`config.mk`:
```
export PLATFORM = sky130hd
export DESIGN_NAME = bram_arb_wb
export DESIGN_NICKNAME = d
export VERILOG_FILES = /design/src/rtl/bram_arb_pkg.sv /design/src/rtl/bram_arb_rr.sv /design/src/rtl/bram_arb_wb.sv
export SDC_FILE = /design/constraint.sdc
export NUM_CORES = 1
export LEC_CHECK = 0
export ABC_AREA = 1
export ABC_CLOCK_PERIOD_IN_PS = 4700
export BUFFER_PORTS_ARGS = -buffer_cell sky130_fd_sc_hd__buf_2
export CORE_AREA = 2 2 121 123
export CTS_CLUSTER_DIAMETER = 30
export DETAILED_ROUTE_END_ITERATION = 8
export DIE_AREA = 0 0 123 125
export PLACE_DENSITY = 0.45
export REMOVE_ABC_BUFFERS = 1
export SLEW_MARGIN = 0
export SYNTH_ARGS = -nofsm -noshare
export SYNTH_HDL_FRONTEND = slang
export SYNTH_SLANG_ARGS = --single-unit
```
`constraint.sdc`:
```
create_clock -name wb_clk_i -period 4.7 [get_ports wb_clk_i]
set_input_delay 0.94 -clock wb_clk_i [delete_from_list [all_inputs] [get_ports wb_clk_i]]
set_output_delay 0.94 -clock wb_clk_i [all_outputs]
set_load 0.005 [all_outputs]
```
`src/rtl/bram_arb_pkg.sv`:
```
// Shared encodings for the two-master BRAM Wishbone arbiter.
// FSM state codes are plain constants so legacy code can compare against them directly.
package bram_arb_pkg;

    localparam logic [1:0] ST_IDLE = 2'd0;
    localparam logic [1:0] ST_GNT0 = 2'd1;
    localparam logic [1:0] ST_GNT1 = 2'd2;

    localparam int TIMEOUT_DEF = 16;

endpackage

```
`src/rtl/bram_arb_rr.sv`:
```
// Two-way round-robin pick: purely combinational, zero latency, no backpressure of its own.
// On a tie the master that did not win last time is chosen.
module bram_arb_rr
    import bram_arb_pkg::*;
(
    input  logic req0,
    input  logic req1,
    input  logic last_gnt,
    output logic gnt_idx,
    output logic gnt_vld
);

    always_comb begin
        gnt_vld = req0 | req1;
        gnt_idx = (req0 & req1) ? ~last_gnt : req1;
    end

endmodule

```
`src/rtl/bram_arb_wb.sv`:
```
// Wishbone arbiter sharing one BRAM slave between CPU (M0) and DMA (M1), one access per grant.
// Grant one edge after request; slave stalls are bounded by TIMEOUT, after which the master gets err.
module bram_arb_wb
    import bram_arb_pkg::*;
#(
    parameter int TIMEOUT = TIMEOUT_DEF,
    parameter int ADR_W   = 30
) (
    input  logic             wb_clk_i,
    input  logic             wb_rst_i,

    input  logic [ADR_W-1:0] m0_adr_i,
    input  logic [31:0]      m0_dat_i,
    output logic [31:0]      m0_dat_o,
    input  logic             m0_we_i,
    input  logic [3:0]       m0_sel_i,
    input  logic             m0_stb_i,
    input  logic             m0_cyc_i,
    output logic             m0_ack_o,
    output logic             m0_err_o,

    input  logic [ADR_W-1:0] m1_adr_i,
    input  logic [31:0]      m1_dat_i,
    output logic [31:0]      m1_dat_o,
    input  logic             m1_we_i,
    input  logic [3:0]       m1_sel_i,
    input  logic             m1_stb_i,
    input  logic             m1_cyc_i,
    output logic             m1_ack_o,
    output logic             m1_err_o,

    output logic [ADR_W-1:0] s_adr_o,
    output logic [31:0]      s_dat_o,
    input  logic [31:0]      s_dat_i,
    output logic             s_we_o,
    output logic [3:0]       s_sel_o,
    output logic             s_stb_o,
    output logic             s_cyc_o,
    input  logic             s_ack_i
);

    localparam int             CW       = $clog2(TIMEOUT + 1);
    localparam logic [CW-1:0]  CNT_LAST = CW'(TIMEOUT - 1);

    logic [1:0]    state_q, state_d;
    logic          last_gnt_q, last_gnt_d;
    logic [CW-1:0] cnt_q, cnt_d;

    logic gnt_idx, gnt_vld;
    logic gnt0, gnt1, busy, tmo_fire;
    logic cur_idx, cur_cyc;

    bram_arb_rr u_rr (
        .req0     (m0_cyc_i & m0_stb_i),
        .req1     (m1_cyc_i & m1_stb_i),
        .last_gnt (last_gnt_q),
        .gnt_idx  (gnt_idx),
        .gnt_vld  (gnt_vld)
    );

    // Reset gates the outputs so a grant in flight is dropped silently that same cycle.
    always_comb begin
        gnt0     = wb_rst_i && (state_q == ST_GNT0);
        gnt1     = wb_rst_i && (state_q == ST_GNT1);
        busy     = gnt0 | gnt1;
        tmo_fire = busy && (cnt_q == CNT_LAST) && !s_ack_i;

        s_adr_o  = gnt1 ? m1_adr_i : (gnt0 ? m0_adr_i : '0);
        s_dat_o  = gnt1 ? m1_dat_i : (gnt0 ? m0_dat_i : '0);
        s_we_o   = gnt1 ? m1_we_i  : (gnt0 ? m0_we_i  : 1'b0);
        s_sel_o  = gnt1 ? m1_sel_i : (gnt0 ? m0_sel_i : 4'h0);
        s_stb_o  = !tmo_fire && (gnt1 ? m1_stb_i : (gnt0 && m0_stb_i));
        s_cyc_o  = !tmo_fire && (gnt1 ? m1_cyc_i : (gnt0 && m0_cyc_i));

        m0_ack_o = gnt0 && s_ack_i;
        m1_ack_o = gnt1 && s_ack_i;
        m0_err_o = gnt0 && tmo_fire;
        m1_err_o = gnt1 && tmo_fire;
        m0_dat_o = gnt0 ? s_dat_i : 32'h0;
        m1_dat_o = gnt1 ? s_dat_i : 32'h0;
    end

    always_comb begin
        state_d    = state_q;
        last_gnt_d = last_gnt_q;
        cnt_d      = cnt_q;
        cur_idx    = (state_q == ST_GNT1);
        cur_cyc    = cur_idx ? m1_cyc_i : m0_cyc_i;

        case (state_q)
            ST_IDLE: begin
                cnt_d = '0;
                if (gnt_vld) begin
                    state_d = gnt_idx ? ST_GNT1 : ST_GNT0;
                end
            end
            ST_GNT0, ST_GNT1: begin
                if (s_ack_i) begin
                    state_d    = ST_IDLE;
                    last_gnt_d = cur_idx;
                    cnt_d      = '0;
                end else if (!cur_cyc) begin
                    // Master gave up: no response, and it keeps its round-robin standing.
                    state_d = ST_IDLE;
                    cnt_d   = '0;
                end else if (cnt_q == CNT_LAST) begin
                    state_d    = ST_IDLE;
                    last_gnt_d = cur_idx;
                    cnt_d      = '0;
                end else begin
                    cnt_d = cnt_q + 1'b1;
                end
            end
            default: begin
                state_d = ST_IDLE;
                cnt_d   = '0;
            end
        endcase
    end

    always_ff @(posedge wb_clk_i) begin
        if (!wb_rst_i) begin
            state_q    <= ST_IDLE;
            last_gnt_q <= 1'b1;
            cnt_q      <= '0;
        end else begin
            state_q    <= state_d;
            last_gnt_q <= last_gnt_d;
            cnt_q      <= cnt_d;
        end
    end

endmodule
```
# == Yosys cells after proc, flatten, opt, wreduce, memory -nomap -nowiden ==
# Index checks and enable logic that the tools add are counted.
# Widths: inputs -> output; s select.
# word_totals
in_bits,173
reg_bits,8
elab_cells,62
# classes
mux,23
n_eq_ne,5
n_bitwise,9
reduce_logical,21
addsub,1
# ops
cell,n
$mux 32,4
$mux 30,2
$logic_and 1x1->1,12
$mux 2,5
$mux 1,9
$mux 4,2
$add 5x1->5 const B,1
$eq 5x4->1 const B,1
$reduce_or 5->1,1
$ne 4x4->1 const B,1
$not 1->1,4
$pmux 2 s2,1
$reduce_bool 2->1,2
$and 1x1->1,3
$reduce_and 3->1,1
$eq 2x1->1 const B,1
$eq 2x2->1 const B,1
$logic_not 1->1,2
$logic_not 2->1,1
$ne 2x2->1 const B,1
$or 1x1->1,2
$reduce_and 2->1,1
$reduce_or 2->1,1

# == Logic depth before layout (Yosys ltp) ==
# depth
depth_word,7
ltp_mapped,11
ltp_nobuf,11

# == Hierarchy ==
# From an unflattened synthesis, not the netlist that was laid out.
# hier_totals
hier_cells,409
area_unflattened_um2,1919.3
# by_module_without_submodules
mod,cells_per_inst,instances,area_per_inst_um2
bram_arb_wb,406,1,1904.3
bram_arb_rr,3,1,15.0

# == Worst setup path before layout ==
# OpenSTA, ideal clock, no wires.
# synth_timing
path_type,input to output
from,input wb_rst_i
to,output s_stb_o
slack_ns,2.105
t_arrival_ns,1.655
required_ns,3.760
cell_stages,7
cell_sequence,buf_4 -> nand2_4 -> inv_4 -> buf_6 -> nor2_1 -> o21ai_1 -> inv_1
# synth_via
elab_chain_cells,6
word_cells_on_any_way,9
# synth_lines
item,line,source
from (decl),bram_arb_wb.sv:10,"input logic wb_rst_i,"
"$logic_and 1x1->1, on equally long branches","bram_arb_wb.sv:63, bram_arb_wb.sv:64",
$or 1x1->1,bram_arb_wb.sv:65,busy = gnt0 | gnt1;
$logic_and 1x1->1 (2 in series),bram_arb_wb.sv:66,tmo_fire = busy && (cnt_q == CNT_LAST) && !s_ack_i;
$logic_not 1->1,bram_arb_wb.sv:72,s_stb_o = !tmo_fire && (gnt1 ? m1_stb_i : (gnt0 && m0_stb_i));
$logic_and 1x1->1 (*),bram_arb_wb.sv:72,
to (decl),bram_arb_wb.sv:37,"output logic s_stb_o,"
# Every way passes the cells marked *; elsewhere a longest branch is shown, timed or not.

# == Final worst setup path ==
# Ends and elaborated chain as after synthesis.

==> Implementation_results.wiki <==
{| class="wikitable"
! Metric !! Value
|-
| Buf+Inv Stages, Crit Path || 5
|-
| Critical path's top delay family || buffers and inverters
|-
| Fin worst setup slack || 1.21 ns
|-
| Cell count after synthesis || 404
|-
| WL met1 || about 4.5 mm
|-
| Final layout net count || 872
|-
| Combined area of the multi-input logic cells || between 0.001 and 0.0015 mm^2
|-
| Global-route wire length before repair || around 15 mm
|-
| Setup repair bufs after CTS || 0
|-
| Count of pins on the block boundary || a little over 300
|-
| Number of global-route vias before repair || 2975
|-
| Max rail drop VDD || between 150 and 200 uV
|-
| Slack of the worst reg-to-reg path || 2.51 ns
|-
| Setup clock skew after layout || roughly 0.0022 ns
|-
| Routed wirelength normalized by instance count || around 12 um
|-
| Fill cell total of the finished layout || roughly 1700
|-
| Growth of design area from synthesis to finish || 94.0%
|-
| Number of max-cap violations || 0
|-
| Diode insertion count for antenna repair || 0
|-
| Total GRT Usage || between 10% and 20%
|-
| Max Fclk || between 0.2 and 0.3 GHz
|-
| Worst setup timing slack at the placement stage || ~1.1 ns
|-
| Vias per cell || between 3 and 4
|-
| Drt total wl || 10.9 mm
|-
| Maximum buffer depth of the clock tree || 2
|-
| Clock-pin slew on the worst setup and hold paths || ~0.040 ns
|-
| Clock latency on the worst-skew pair || 0.23 ns
|-
| Summed negative setup slack over all endpoints || 0 ns
|-
| First drt pass iteration count || 4
|-
| Setup violation total in the final timing report || 0
|-
| Number of buffers inserted during clock tree synthesis || 3
|-
| Pin slew with the least headroom to its limit || between 0.9 and 1 ns
|-
| Library cells used by synthesis || 20
|-
| Global placer's final weighted congestion || 0.780
|-
| Slowest cell delay on critical path || between 0.4 and 0.5 ns
|-
| DRC violation total after the first TritonRoute iteration || between 150 and 200
|-
| Port Buffer Count || 309
|-
| # resized after CTS || 0
|-
| Data arrival at the endpoint of the critical path || approximately 2.6 ns
|-
| CTS HTree Levels || 1
|-
| Leakage power of the design || 2.61 nW
|-
| Mean area per synthesized cell || between 4 and 5 um^2
|-
| Die width || 123 um
|-
| Max-slew violation total from the final report || 0
|-
| Number of design rule violations left after detail routing || 0
|-
| Register area || 160 um^2
|-
| Number of antenna violations at the first check in global routing || 0
|-
| Series of cell instances along the critical path || buf_2, nand2_4, inv_2, buf_12, nand3_1, nand2_1, o21ai_1, inv_1, buf_2
|-
| Clock sink count || 8
|-
| Hold Crit Class || reg -> reg
|-
| Max stage delay cell, worst path || sky130_fd_sc_hd__inv_2
|-
| DR WL met3 || slightly below 900 um
|-
| Share of the clock period used by the worst path || about 74%
|-
| Cell area after technology mapping || 0.00187 mm^2
|-
| CP startpoint kind || input port
|-
| Post-synth top flop || sky130_fd_sc_hd__dfxtp_1
|-
| Cell mode on critical path || sky130_fd_sc_hd__buf_2
|-
| PD cells || about 240 mW/mm^2
|-
| Critical Setup Path Class || in -> out
|-
| Standard-cell row count || 44
|-
| Rel. slew slack || roughly two fifths
|-
| Unrepaired setup endpoints after global routing || no
|-
| Placeable core area || approximately 0.014 mm^2
|-
| Die Span Y || approximately 130 um
|-
| DP HPWL || 8.73 mm
|-
| Global route overflow || 0
|-
| FF+latch count, synth || 8
|-
| Top sig layer || met4
|-
| Data required time of the critical path || ~3.8 ns
|-
| Vias post-DR || 3478
|-
| Clock root buffer || sky130_fd_sc_hd__clkbuf_16
|-
| FFs w/ async S/R, synth || 0%
|-
| Fin crit period || around 3.5 ns
|-
| Starting density of the core || 13.1%
|-
| CP Max Fanout || between 40 and 50
|-
| Hold-fix buffer count after cts || 0
|-
| Largest net degree at the start of global routing || 53
|-
| Count of endpoints failing hold in the final timing report || 0
|-
| Met2 routed WL || 5.48 mm
|-
| CTS tree || done
|-
| Syn. warnings || 0
|-
| Fraction of the yosys area taken by sequential cells || between 8 and 9%
|-
| Die footprint || between 0.015 and 0.02 mm^2
|-
| Kind of end point of the critical path || output port
|-
| Antenna-violating nets left || 0
|-
| Count of flip-flops with a built-in enable after synthesis || 0
|-
| Result of the run || finished, final reports clean
|-
| Fraction of layout cells with a size suffix above 1 || 46.5%
|}
[layout by cell type, fill, tap and decap left out]
cell                        count
sky130_fd_sc_hd__a21oi_1        2
sky130_fd_sc_hd__buf_12         1
sky130_fd_sc_hd__buf_2        309
sky130_fd_sc_hd__buf_4          3
sky130_fd_sc_hd__clkbuf_16      3
sky130_fd_sc_hd__dfxtp_1        8
sky130_fd_sc_hd__ha_1           5
sky130_fd_sc_hd__inv_1         43
sky130_fd_sc_hd__inv_2          2
sky130_fd_sc_hd__inv_4          1
sky130_fd_sc_hd__nand2_1      149
sky130_fd_sc_hd__nand2_4        2
sky130_fd_sc_hd__nand3_1       78
sky130_fd_sc_hd__nand4_1        1
sky130_fd_sc_hd__nor2_1        81
sky130_fd_sc_hd__nor3b_1        1
sky130_fd_sc_hd__nor4_2         1
sky130_fd_sc_hd__o21ai_1        1
sky130_fd_sc_hd__xor2_1         1
[stage by stage]
| stage | std cells | total power [mW] | hold WS (ns) | util [%] | area, um^2 |
|---|---|---|---|---|---|
| after CTS | 876 | 0.865 | 0.455 | 25.5 | 3620 |
| after global placement | 873 | 0.727 | 0.434 | 24.9 | 3540 |
| after floorplan | 376 | 0.385 | 0.418 | - | 1720 |
| after global routing | 876 | 0.941 | 0.486 | 25.5 | 3620 |
| after detailed placement | 873 | 0.718 | 0.447 | 24.9 | 3540 |
| final | 876 | 0.851 | 0.453 | 25.5 | 3620 |
[worst register-to-register path: cells and delay by family (launching register included)]
kind / cells / cell delay, ns
adder cells (fa/ha/maj): 1 / 0.29
buffers and inverters: 2 / 0.76
flip-flops: 1 / 0.35
AND/OR/NAND/NOR: 4 / 0.69
[state kept, by name, summed over array words and instances (netlist names)]
signal      cells
cnt_q           5
last_gnt_q      1
state_q         2
[area by class of cell]
cell class,instances,share of cell area (%)
Timing Repair Buffer,313,43.9
Multi-Input combinational cell,322,38.4
Tap cell,184,6.36
Inverter,46,4.84
Sequential cell,8,4.43
Clock buffer,3,2.07
[worst paths after layout]
kind                                start  cells after the start                  end
setup reg to reg  state_q[0]$_SDFFE_PN0P_                      7  cnt_q[2]$_SDFF_PP0_
hold reg to reg       cnt_q[0]$_SDFF_PP0_                      1  cnt_q[0]$_SDFF_PP0_
hold / removal        cnt_q[0]$_SDFF_PP0_                      1  cnt_q[0]$_SDFF_PP0_
setup / recovery                 wb_rst_i                      9              s_stb_o
[logic make-up (layout without fill, tap and decap cells)]
logic type / count (synthesis) / in the layout / share of synthesized area [%]
xor gates and xnor gates: 1 / 1 / 0.470
adders and majority gates: 5 / 5 / 3.35
DFF: 8 / 8 / 8.58
buffers and inverters: 74 / 362 / 17.0
and+or+nand+nor: 313 / 313 / 69.8
AOI/OAI and AO/OA: 3 / 3 / 0.805
[routing by layer]
| layer | vias up | track usage [%] |
|---|---|---|
| met5 | - | 0 |
| met4 | 0 | 1.67 |
| met3 | 8 | 1.64 |
| met2 | 169 | 23.4 |
| met1 | 1492 | 15.3 |
| li1 | 1809 | - |
[report_power, final]
group / leakage (nW) / internal (mW) / switching, mW / total [mW]
logic: 2.51 / 0.251 / 0.373 / 0.624
clock network: 0.0370 / 0.110 / 0.0329 / 0.143
registers: 0.0651 / 0.0776 / 0.00683 / 0.0845
total: 2.61 / 0.439 / 0.412 / 0.851
[cell usage after synthesis (3+ instances only)]
| cell | count | area [um^2] |
|---|---|---|
| sky130_fd_sc_hd__buf_4 | 3 | 22.5 |
| sky130_fd_sc_hd__clkbuf_1 | 8 | 30.0 |
| sky130_fd_sc_hd__ha_1 | 5 | 62.6 |
| sky130_fd_sc_hd__dfxtp_1 | 8 | 160 |
| sky130_fd_sc_hd__nor2_1 | 81 | 304 |
| sky130_fd_sc_hd__nand2_1 | 149 | 559 |
| sky130_fd_sc_hd__nand3_1 | 78 | 390 |
| sky130_fd_sc_hd__inv_1 | 43 | 161 |
| sky130_fd_sc_hd__buf_2 | 14 | 70.1 |
Note: power is estimated with default switching activity, not from simulation.
